File: config.mk
export PLATFORM = sky130hd
export DESIGN_NAME = router_pkt_register_v2
export DESIGN_NICKNAME = d
export VERILOG_FILES = /design/src/rtl/router_pkg.sv /design/src/rtl/router_hold_fifo.sv /design/src/rtl/router_pkt_register_v2.sv
export SDC_FILE = /design/constraint.sdc
export NUM_CORES = 1
export LEC_CHECK = 0
export ABC_CLOCK_PERIOD_IN_PS = 2500
export BUFFER_PORTS_ARGS = -buffer_cell sky130_fd_sc_hd__buf_2
export CORE_ASPECT_RATIO = 0.8
export CORE_MARGIN = 5
export CORE_UTILIZATION = 50
export CTS_CLUSTER_SIZE = 14
export DETAILED_ROUTE_END_ITERATION = 6
export GPL_TIMING_DRIVEN = 0
export PLACE_DENSITY_LB_ADDON = 0.3
export SLEW_MARGIN = 30
export SYNTH_ARGS = -nofsm -noshare
export SYNTH_HDL_FRONTEND = slang
export SYNTH_SLANG_ARGS = --single-unit
File: constraint.sdc
create_clock -name clk -period 2.5 [get_ports clk]
set_clock_uncertainty 0.05 [all_clocks]
set_input_delay 0.5 -clock clk [delete_from_list [all_inputs] [get_ports clk]]
set_output_delay 0.5 -clock clk [all_outputs]
set_load 0.02 [all_outputs]
File: src/rtl/router_pkg.sv
// rtl/router_pkg.sv - shared check-mode encodings and helpers for the router register stage
package router_pkg;

    localparam int CHK_XOR = 0;
    localparam int CHK_SUM = 1;

    // The all-ones address is reserved and never latched as a destination.
    function automatic logic is_rsvd_addr(input logic [31:0] addr, input int aw);
        logic r;
        r = 1'b1;
        for (int i = 0; i < 32; i++) begin
            if (i < aw) r = r & addr[i];
        end
        return r;
    endfunction

    // One accumulation step of the packet integrity check; callers truncate to their width.
    function automatic logic [31:0] chk_op(input logic [31:0] a, input logic [31:0] b,
                                           input int mode);
        return (mode == CHK_SUM) ? (a + b) : (a ^ b);
    endfunction

endpackage

File: src/rtl/router_hold_fifo.sv
// rtl/router_hold_fifo.sv - small FIFO holding words that arrive while the destination is full
module router_hold_fifo #(
    parameter int DW         = 8,
    parameter int HOLD_DEPTH = 4
) (
    input  logic          clk,
    input  logic          rst,
    input  logic          clear,
    input  logic          push,
    input  logic          pop,
    input  logic [DW-1:0] din,
    output logic [DW-1:0] dout,
    output logic          empty,
    output logic          full
);

    localparam int AW = (HOLD_DEPTH > 1) ? $clog2(HOLD_DEPTH) : 1;

    logic [AW:0]   wr_ptr_q, wr_ptr_d;
    logic [AW:0]   rd_ptr_q, rd_ptr_d;
    logic [DW-1:0] mem_q [2**AW];
    logic [DW-1:0] mem_d [2**AW];
    logic [AW:0]   count;
    logic          do_push, do_pop;

    // The extra pointer MSB lets the difference reach HOLD_DEPTH, separating full from empty.
    assign count   = wr_ptr_q - rd_ptr_q;
    assign empty   = (count == '0);
    assign full    = (count == (AW+1)'(HOLD_DEPTH));
    assign do_push = push & ~full;
    assign do_pop  = pop & ~empty;
    assign dout    = mem_q[rd_ptr_q[AW-1:0]];

    // Pointer and storage update; clear only rewinds pointers.
    always_comb begin
        wr_ptr_d = wr_ptr_q;
        rd_ptr_d = rd_ptr_q;
        mem_d    = mem_q;
        if (clear) begin
            wr_ptr_d = '0;
            rd_ptr_d = '0;
        end else begin
            if (do_push) begin
                mem_d[wr_ptr_q[AW-1:0]] = din;
                wr_ptr_d = wr_ptr_q + (AW+1)'(1);
            end
            if (do_pop) begin
                rd_ptr_d = rd_ptr_q + (AW+1)'(1);
            end
        end
    end

    // State register with synchronous reset.
    always_ff @(posedge clk) begin
        if (rst) begin
            wr_ptr_q <= '0;
            rd_ptr_q <= '0;
            for (int i = 0; i < 2**AW; i++) mem_q[i] <= '0;
        end else begin
            wr_ptr_q <= wr_ptr_d;
            rd_ptr_q <= rd_ptr_d;
            mem_q    <= mem_d;
        end
    end

endmodule

File: src/rtl/router_pkt_register_v2.sv
// rtl/router_pkt_register_v2.sv - router input register stage with hold buffer and packet checks
module router_pkt_register_v2
    import router_pkg::*;
#(
    parameter int DW         = 8,
    parameter int ADDR_W     = 2,
    parameter int HOLD_DEPTH = 4,
    parameter int CHK_MODE   = 0
) (
    input  logic              clk,
    input  logic              rst,
    input  logic              pkt_vld,
    input  logic              fifo_full,
    input  logic              rst_int_reg,
    input  logic              detect_addr,
    input  logic              lfd_state,
    input  logic              ld_state,
    input  logic              laf_state,
    input  logic              full_state,
    input  logic [DW-1:0]     d_in,
    output logic [DW-1:0]     d_out,
    output logic              d_out_vld,
    output logic [ADDR_W-1:0] hdr_addr,
    output logic              hold_empty,
    output logic              parity_done,
    output logic              low_pkt_vld,
    output logic              err,
    output logic              len_err,
    output logic              ovf_err
);

    localparam int LW = DW - ADDR_W;

    logic [DW-1:0]     hdr_q, hdr_d;
    logic [ADDR_W-1:0] hdr_addr_q, hdr_addr_d;
    logic [LW-1:0]     len_exp_q, len_exp_d;
    logic [DW-1:0]     d_out_q, d_out_d;
    logic              d_out_vld_q, d_out_vld_d;
    logic [DW-1:0]     int_chk_q, int_chk_d;
    logic [DW-1:0]     pkt_chk_q, pkt_chk_d;
    logic [LW-1:0]     pay_cnt_q, pay_cnt_d;
    logic              low_pkt_vld_q, low_pkt_vld_d;
    logic              parity_done_q, parity_done_d;
    logic              pd_seen_q, pd_seen_d;
    logic              err_q, err_d;
    logic              len_err_q, len_err_d;
    logic              ovf_err_q, ovf_err_d;
    logic              end_seen_q, end_seen_d;

    logic          hold_push, hold_pop, hold_full;
    logic [DW-1:0] hold_dout;
    logic          ld_word, ld_fwd, ld_push, laf_pop, chk_in, pkt_end, rsvd;

    assign rsvd      = is_rsvd_addr(32'(d_in[ADDR_W-1:0]), ADDR_W);
    assign ld_word   = ld_state & pkt_vld;
    assign ld_fwd    = ld_word & ~fifo_full;
    assign ld_push   = ld_word & fifo_full;
    assign laf_pop   = laf_state & ~fifo_full & ~hold_empty;
    assign chk_in    = ld_word & ~full_state;
    assign pkt_end   = ld_state & ~pkt_vld & ~end_seen_q;
    assign hold_push = ~lfd_state & ld_push;
    assign hold_pop  = ~lfd_state & ~ld_word & laf_pop;

    router_hold_fifo #(
        .DW         (DW),
        .HOLD_DEPTH (HOLD_DEPTH)
    ) u_hold (
        .clk   (clk),
        .rst   (rst),
        .clear (detect_addr),
        .push  (hold_push),
        .pop   (hold_pop),
        .din   (d_in),
        .dout  (hold_dout),
        .empty (hold_empty),
        .full  (hold_full)
    );

    // Header capture, output word selection, check accumulation and error evaluation.
    always_comb begin
        hdr_d         = hdr_q;
        hdr_addr_d    = hdr_addr_q;
        len_exp_d     = len_exp_q;
        d_out_d       = d_out_q;
        d_out_vld_d   = 1'b0;
        int_chk_d     = int_chk_q;
        pkt_chk_d     = pkt_chk_q;
        pay_cnt_d     = pay_cnt_q;
        low_pkt_vld_d = low_pkt_vld_q;
        parity_done_d = parity_done_q;
        pd_seen_d     = parity_done_q;
        err_d         = err_q;
        len_err_d     = len_err_q;
        ovf_err_d     = ovf_err_q;
        end_seen_d    = end_seen_q;

        if (detect_addr) begin
            int_chk_d     = '0;
            pkt_chk_d     = '0;
            pay_cnt_d     = '0;
            parity_done_d = 1'b0;
            err_d         = 1'b0;
            len_err_d     = 1'b0;
            ovf_err_d     = 1'b0;
            end_seen_d    = 1'b0;
            if (pkt_vld && !rsvd) begin
                hdr_d      = d_in;
                hdr_addr_d = d_in[ADDR_W-1:0];
                len_exp_d  = d_in[DW-1:ADDR_W];
            end
        end

        if (lfd_state) begin
            d_out_d     = hdr_q;
            d_out_vld_d = 1'b1;
        end else if (ld_fwd) begin
            d_out_d     = d_in;
            d_out_vld_d = 1'b1;
        end else if (ld_push) begin
            d_out_vld_d = 1'b0;
        end else if (laf_pop) begin
            d_out_d     = hold_dout;
            d_out_vld_d = 1'b1;
        end

        if (hold_push && hold_full) ovf_err_d = 1'b1;

        if (lfd_state) begin
            int_chk_d = DW'(chk_op(32'(int_chk_q), 32'(hdr_q), CHK_MODE));
        end else if (chk_in) begin
            int_chk_d = DW'(chk_op(32'(int_chk_q), 32'(d_in), CHK_MODE));
        end

        if (chk_in && (pay_cnt_q != '1)) pay_cnt_d = pay_cnt_q + LW'(1);

        if (pkt_end) begin
            pkt_chk_d  = d_in;
            end_seen_d = 1'b1;
        end

        if (rst_int_reg)  low_pkt_vld_d = 1'b0;
        else if (pkt_end) low_pkt_vld_d = 1'b1;

        if ((ld_state && !pkt_vld && !fifo_full) ||
            (laf_state && low_pkt_vld_q && !parity_done_q && hold_empty)) begin
            parity_done_d = 1'b1;
        end

        // Evaluated once, on the cycle after parity_done rises.
        if (parity_done_q && !pd_seen_q && !detect_addr) begin
            err_d     = (int_chk_q != pkt_chk_q);
            len_err_d = (pay_cnt_q != len_exp_q);
        end
    end

    // State register with synchronous reset.
    always_ff @(posedge clk) begin
        if (rst) begin
            hdr_q         <= '0;
            hdr_addr_q    <= '0;
            len_exp_q     <= '0;
            d_out_q       <= '0;
            d_out_vld_q   <= 1'b0;
            int_chk_q     <= '0;
            pkt_chk_q     <= '0;
            pay_cnt_q     <= '0;
            low_pkt_vld_q <= 1'b0;
            parity_done_q <= 1'b0;
            pd_seen_q     <= 1'b0;
            err_q         <= 1'b0;
            len_err_q     <= 1'b0;
            ovf_err_q     <= 1'b0;
            end_seen_q    <= 1'b0;
        end else begin
            hdr_q         <= hdr_d;
            hdr_addr_q    <= hdr_addr_d;
            len_exp_q     <= len_exp_d;
            d_out_q       <= d_out_d;
            d_out_vld_q   <= d_out_vld_d;
            int_chk_q     <= int_chk_d;
            pkt_chk_q     <= pkt_chk_d;
            pay_cnt_q     <= pay_cnt_d;
            low_pkt_vld_q <= low_pkt_vld_d;
            parity_done_q <= parity_done_d;
            pd_seen_q     <= pd_seen_d;
            err_q         <= err_d;
            len_err_q     <= len_err_d;
            ovf_err_q     <= ovf_err_d;
            end_seen_q    <= end_seen_d;
        end
    end

    assign d_out       = d_out_q;
    assign d_out_vld   = d_out_vld_q;
    assign hdr_addr    = hdr_addr_q;
    assign parity_done = parity_done_q;
    assign low_pkt_vld = low_pkt_vld_q;
    assign err         = err_q;
    assign len_err     = len_err_q;
    assign ovf_err     = ovf_err_q;

endmodule

==> impl_metrics.json, run 1 <==
{
  "status": "finished, final reports clean",
  "drt-wirelength-per-cell_um": 16.4,
  "fin_util_pct": 56.6,
  "grt_pass1_vias": 3033,
  "syn_area_per_cell_um2": 9.94,
  "ys.flop_type": "dfxtp_1",
  "worstSetupPathType": "reg -> out",
  "synth_edf_count": 0,
  "ys_warn_count": 0,
  "syn2layout_area_growth_pct": 11.2,
  "track_usage_pct": 19.7,
  "period_needed_ps": 2380,
  "gr-total-overflow": 0,
  "crit_fanout": 10,
  "cp.arrival_ps": 1830,
  "clock_latency_ps": 350,
  "port_buffers": 25,
  "clock-sinks": 84,
  "power_switching_uw": 651,
  "drive_above_1_share_pct": 16.0,
  "core-area_um2": 7870,
  "critPathBufInv": 3,
  "antenna_found_initial": 0,
  "route.top_layer_used": "met4",
  "p_sw_share_pct": 25.3,
  "rows": 29,
  "setup-violations-final": 0,
  "grt_max_degree": 13,
  "first_iter_violations": 119,
  "timing_worst_slew_pin_value_ps": 702,
  "pwr_density_cell_nw_per_um2": 578,
  "wl_met2_um": 4410,
  "synth-xor-area-share_pct": 5.25,
  "nNetsFinal": 466,
  "cts_tree": "built",
  "p_clk_share_pct": 35.2,
  "synth.distinct_cells": 48,
  "grt_pass1_wl_um": 15400,
  "worstPathCellList": "buf_4 > inv_1 > ha_1 > and2b_2 > xnor2_1 > nor2_2 > buf_2",
  "rsz0062_at_grt": "no",
  "gp_congestion": 0.873,
  "placed_cell_area_um2": 4270,
  "n_antenna_cell": 0,
  "fin_crit_sh_pct": 95.3,
  "htreeDepth": 3,
  "start_util_pct": 50.9,
  "cts-root-buf": "clkbuf_8",
  "synthCells": 403,
  "synth-compound-area-share_pct": 14.5,
  "worstSetupStartpointType": "flip-flop",
  "final-hold-violation-count": 0,
  "firstDrtPassIters": 4,
  "power.internal_mw": 1.93,
  "pre_cts_ws_ps": -123,
  "required_ps": 1950,
  "final_max_slew_viol_count": 0,
  "end_kind": "output port",
  "irDropWorstVdd_v": 0.000264,
  "drcViolationCount": 0,
  "cts_buffer_depth": 2,
  "ys_seq_area_share_pct": 42.0,
  "synth_top_family_by_area": "multiplexers",
  "synth_fp_nets": 429,
  "die_x_um": 110,
  "critPathTopFamily": "buffers and inverters",
  "postRouteAntennaNets": 0,
  "hold_path.class": "in -> reg",
  "fmax_ghz": 0.420,
  "drt-total-wl_um": 9040,
  "synth_async_sr_flop_share_pct": 0,
  "p_leak_nw": 1.99,
  "vias_per_cell": 5.49,
  "nFillCells": 720,
  "dp_hpwl_um": 6610,
  "slew_headroom_pct": 52.9,
  "synth-seq-cells": 84,
  "max_stage_delay_ps": 340,
  "clkTransAtPathRegs_ps": 80,
  "wl_met1_um": 4180,
  "drv_cap": 0,
  "netlist_area_um2": 4010,
  "die_y_um": 90.1,
  "tns_ps": 0,
  "postLayoutCellArea_um2": 4460,
  "seq_power_share_pct": 54.4,
  "fin_ws_ps": 117,
  "pwr-share-comb_pct": 10.5,
  "boundaryPins": 35,
  "critPathSlowestCell": "dfxtp_1",
  "yosys-mux-area-fraction_pct": 17.2,
  "vias": 3023,
  "wl_met3_um": 343,
  "cts_made_buffers": 9,
  "dieArea_um2": 9920,
  "synth_simple_gate_area_share_pct": 15.0,
  "synth-adder-area-share_pct": 2.50
}
-- repair_timing --
item / CTS / global route
buffers inserted: 1 / 0
endpoints found under the setup margin: 41 / 1
hold endpoints to repair: 0 / 0
gates resized for setup: 2 / 2
pin swaps: 1 / 0
hold buffers: 0 / 0
-- synthesized netlist by cell type, types with 2 or more instances --
library cell,count,share of area [%]
inv_1,5,0.47
nor3_1,6,0.75
nor4_1,3,0.47
ha_1,8,2.5
nor3b_1,3,0.56
nand2_1,13,1.2
nand3b_1,2,0.37
and3_1,2,0.31
buf_4,2,0.37
clkbuf_1,11,1.0
nor2b_1,9,1.4
clkbuf_8,2,0.69
o21ai_0,12,1.5
dfxtp_1,84,42
nand4_1,2,0.31
a21oi_1,36,4.5
or3_1,8,1.2
o2111ai_4,4,2.6
buf_2,2,0.25
a22o_1,16,3.5
nor2_2,2,0.31
a31oi_1,2,0.31
a31o_2,2,0.44
nor2_1,59,5.5
and2_1,2,0.31
buf_1,7,0.66
xnor2_1,7,1.5
mux4_2,8,4.5
nand3_1,4,0.50
xor2_1,12,2.6
mux2i_1,51,13
-- stage by stage --
stage	power, mW	hold slack [ps]	std cells
floorplan	1.62	408	403
global placement	1.69	411	536
detailed placement	1.70	412	536
CTS	2.60	249	551
global route	2.69	257	551
finish	2.58	261	551
-- cells by family (layout without fill, tap and decap cells) --
group	Yosys count	count (layout)
fa+ha+maj	8	8
compound gates	78	78
mux	59	59
simple gates	123	123
buf+inv	30	70
flops	84	84
xor+xnor	21	21
-- placed cells by master, fill, tap and decap left out, types with 9 or more instances in the layout --
cell type	synthesis	final
a21oi_1	36	36
a22o_1	16	16
buf_2	2	27
clkbuf_1	11	13
clkbuf_8	2	11
dfxtp_1	84	84
mux2i_1	51	51
nand2_1	13	13
nor2_1	59	59
nor2b_1	9	9
o21ai_0	12	12
xor2_1	12	12
-- path summary, 6_finish.rpt --
path | startpoint | to | slack (ps) | cells after the start
hold reg to reg | d_out[7] | d_out[7] | 420 | 1
setup reg to reg | u_hold.rd_ptr_q[1] | d_out[7] | 200 | 9
setup / recovery | u_hold.rd_ptr_q[1] | hold_empty | 120 | 7
hold / removal | rst_int_reg | low_pkt_vld | 260 | 2
-- final cells by class --
class	instances	area, um^2	share of cell area, %
plain buffers	24	124	2.78
clock buffers	12	135	3.03
clock inverters	2	37.5	0.842
inverters	6	22.5	0.505
multi-input cells	289	2190	49.1
flip-flops and latches	84	1680	37.7
well taps	108	135	3.03
repair buffers	26	133	2.98
-- power by group through the flow --
| stage | sequential, mW | combinational (mW) | clock [mW] |
|---|---|---|---|
| CTS | 1.40 | 0.270 | 0.927 |
| detailed placement | 1.43 | 0.268 | 0 |
| floorplan | 1.44 | 0.174 | 0 |
| finish | 1.40 | 0.270 | 0.907 |
| global placement | 1.43 | 0.262 | 0 |
| global route | 1.41 | 0.299 | 0.987 |
-- registers in the layout, summed over array words and instances, names as in the netlist, 3 cells and up --
signal           count
u_hold.mem_q        32
pkt_chk_q            8
int_chk_q            8
d_out                8
pay_cnt_q            6
hdr_q                8
u_hold.rd_ptr_q      3
u_hold.wr_ptr_q      3
-- per-layer routing --
metal | vias up | GRT usage [%]
li1 | 1504 | -
met2 | 54 | 32.0
met3 | 11 | 4.23
met4 | 0 | 5.33
met5 | - | 0
met1 | 1454 | 26.3
No activity file was read; power rests on OpenSTA's default activity.
==> run 2: changes to the inputs <==
--- a/config.mk
+++ b/config.mk
@@ -12,7 +12,6 @@
 export CORE_UTILIZATION = 50
 export CTS_CLUSTER_SIZE = 14
 export DETAILED_ROUTE_END_ITERATION = 6
-export GPL_TIMING_DRIVEN = 0
 export PLACE_DENSITY_LB_ADDON = 0.3
 export SLEW_MARGIN = 30
 export SYNTH_ARGS = -nofsm -noshare
==> run 2 against run 1 <==
  * Critical endpoint unchanged
  * Clock power grew 6.6%
  * Cell area shrank 0.39%
  * Total power grew 2.1%
  * Count of clock-buffer cells in the layout shrank 1
  * Routed wire length shrank 3.3%
  * Utilization shrank 0.22 points
  * Worst hold slack lost 15 ps
  * Largest cell class unchanged
  * Critical path type unchanged
  * Global-route usage shrank 1.3 points
  * Sequential power is essentially flat
==> impl_metrics.json, run 2 (synthesis results as in run 1) <==
{
  "drt-total-wl_um": 8740,
  "fin_cells": 543,
  "top_usage_layer": "met2",
  "final-hold-violation-count": 0,
  "cts.repair.resized": 0,
  "cts-root-buf": "clkbuf_8",
  "placed_cells": 527,
  "worstSetupStartpointType": "flip-flop",
  "dieArea_um2": 9920,
  "crit_fanout": 4,
  "postCtsHoldBufs": 0,
  "critPathSlowestCell": "dfxtp_1",
  "rows": 29,
  "gr-total-overflow": 0,
  "register_area_um2": 1680,
  "critPathBufInv": 2,
  "fin_crit_sh_pct": 94.6,
  "cts_made_buffers": 9,
  "postLayoutCellArea_um2": 4440,
  "grt_pass1_vias": 2885,
  "slew_headroom_pct": 50.5,
  "track_usage_pct": 18.4,
  "post_cts_buffers": 0,
  "vias": 2995,
  "required_ps": 1950,
  "largest-register": "u_hold.mem_q",
  "boundaryPins": 35,
  "rrSetupSlack_ps": 320,
  "pwr_density_cell_nw_per_um2": 593,
  "final_cell_mix": "dfxtp_1 (84), nor2_1 (59), mux2i_1 (51)",
  "antenna_found_initial": 0,
  "nFillCells": 708,
  "core-area_um2": 7870,
  "die_y_um": 90.1,
  "use_met1_pct": 25.1,
  "worstSetupPathType": "reg -> out",
  "clock-sinks": 84,
  "min_path_cells": 2,
  "timing_worst_slew_pin_value_ps": 738,
  "syn2layout_area_growth_pct": 10.8,
  "rsz0062_at_grt": "no",
  "cts_tree": "built",
  "die_x_um": 110,
  "cts_buffer_depth": 2,
  "grtUsageMet3_pct": 4.94,
  "critPathTopFamily": "flip-flops",
  "reg2reg_depth": 7,
  "gp_congestion": 0.823,
  "port_buffers": 34,
  "htreeDepth": 3,
  "status": "finished, final reports clean",
  "hold_slack_ps": 245,
  "setup-violations-final": 0,
  "nNetsFinal": 456,
  "worstPathCellList": "inv_1 > ha_1 > and2b_1 > xnor2_1 > nor2_4 > buf_2",
  "multiInputGateArea_um2": 2190,
  "period_needed_ps": 2360,
  "grt_pass1_wl_um": 14600,
  "tns_ps": 0,
  "drive_above_1_share_pct": 18.4,
  "end_kind": "output port",
  "postRouteAntennaNets": 0,
  "grt_max_degree": 42,
  "vias_per_cell": 5.52,
  "max_stage_delay_ps": 370,
  "crit_cells": 6,
  "final_max_slew_viol_count": 0,
  "final_common_cell": "dfxtp_1",
  "largest_reg_flops": 32,
  "first_iter_violations": 139,
  "grtUsageMet2_pct": 29.3,
  "cp.arrival_ps": 1810,
  "drt-wirelength-per-cell_um": 16.1,
  "clock_latency_ps": 360,
  "start_util_pct": 50.9,
  "firstDrtPassIters": 4,
  "irDropWorstVdd_v": 0.000318,
  "drv_cap": 0,
  "clkTransAtPathRegs_ps": 80,
  "placed_cell_area_um2": 4240,
  "fmax_ghz": 0.423,
  "dp_hpwl_um": 6320,
  "hold_path.class": "in -> reg",
  "drcViolationCount": 0,
  "n_antenna_cell": 0,
  "p_leak_nw": 2.00
}
-- run 2: cell types whose count changed in the layout (fill, tap and decap cells not counted), sizes merged --
cell / delta
buf: +2
clkbuf: -13
clkinvlp: +2
inv: +1
-- run 2: cell type report --
cell class | instances | share of cell area [%]
tap | 108 | 3.04
multi-input combinational | 289 | 49.4
clock buffer | 11 | 2.96
clock inverter | 5 | 1.38
sequential | 84 | 37.9
inverter | 6 | 0.507
timing repair buffer | 40 | 4.85
-- run 2: final timing paths --
path / startpoint / end
hold / removal: rst_int_reg / low_pkt_vld
setup reg to reg: u_hold.wr_ptr_q[0] / d_out[7]
setup / recovery: u_hold.wr_ptr_q[0] / hold_empty
hold reg to reg: d_out[2] / d_out[2]
-- run 2: layer usage --
metal / up-vias / share of wire, %
li1: 1484 / -
met1: 1446 / 47
met2: 57 / 48
met3: 8 / 3.9
met4: 0 / 1.0
met5: - / 0
-- run 2: where the power goes --
group | internal, mW | switching (mW) | leakage [nW] | total (mW)
sequential | 1.37 | 0.0286 | 0.681 | 1.40
combinational | 0.0988 | 0.165 | 1.23 | 0.263
clock | 0.466 | 0.501 | 0.0862 | 0.967
total | 1.94 | 0.694 | 2.00 | 2.63
-- run 2: through the flow --
step                      power [mW]  worst slack, ps  util (%)
final                           2.63              136      56.4
after global placement          1.69              295      53.8
after global routing            2.75             41.6      56.4
after floorplan                 1.62              332         -
after detailed placement        1.70              384      53.9
after CTS                       2.66             40.4      56.3
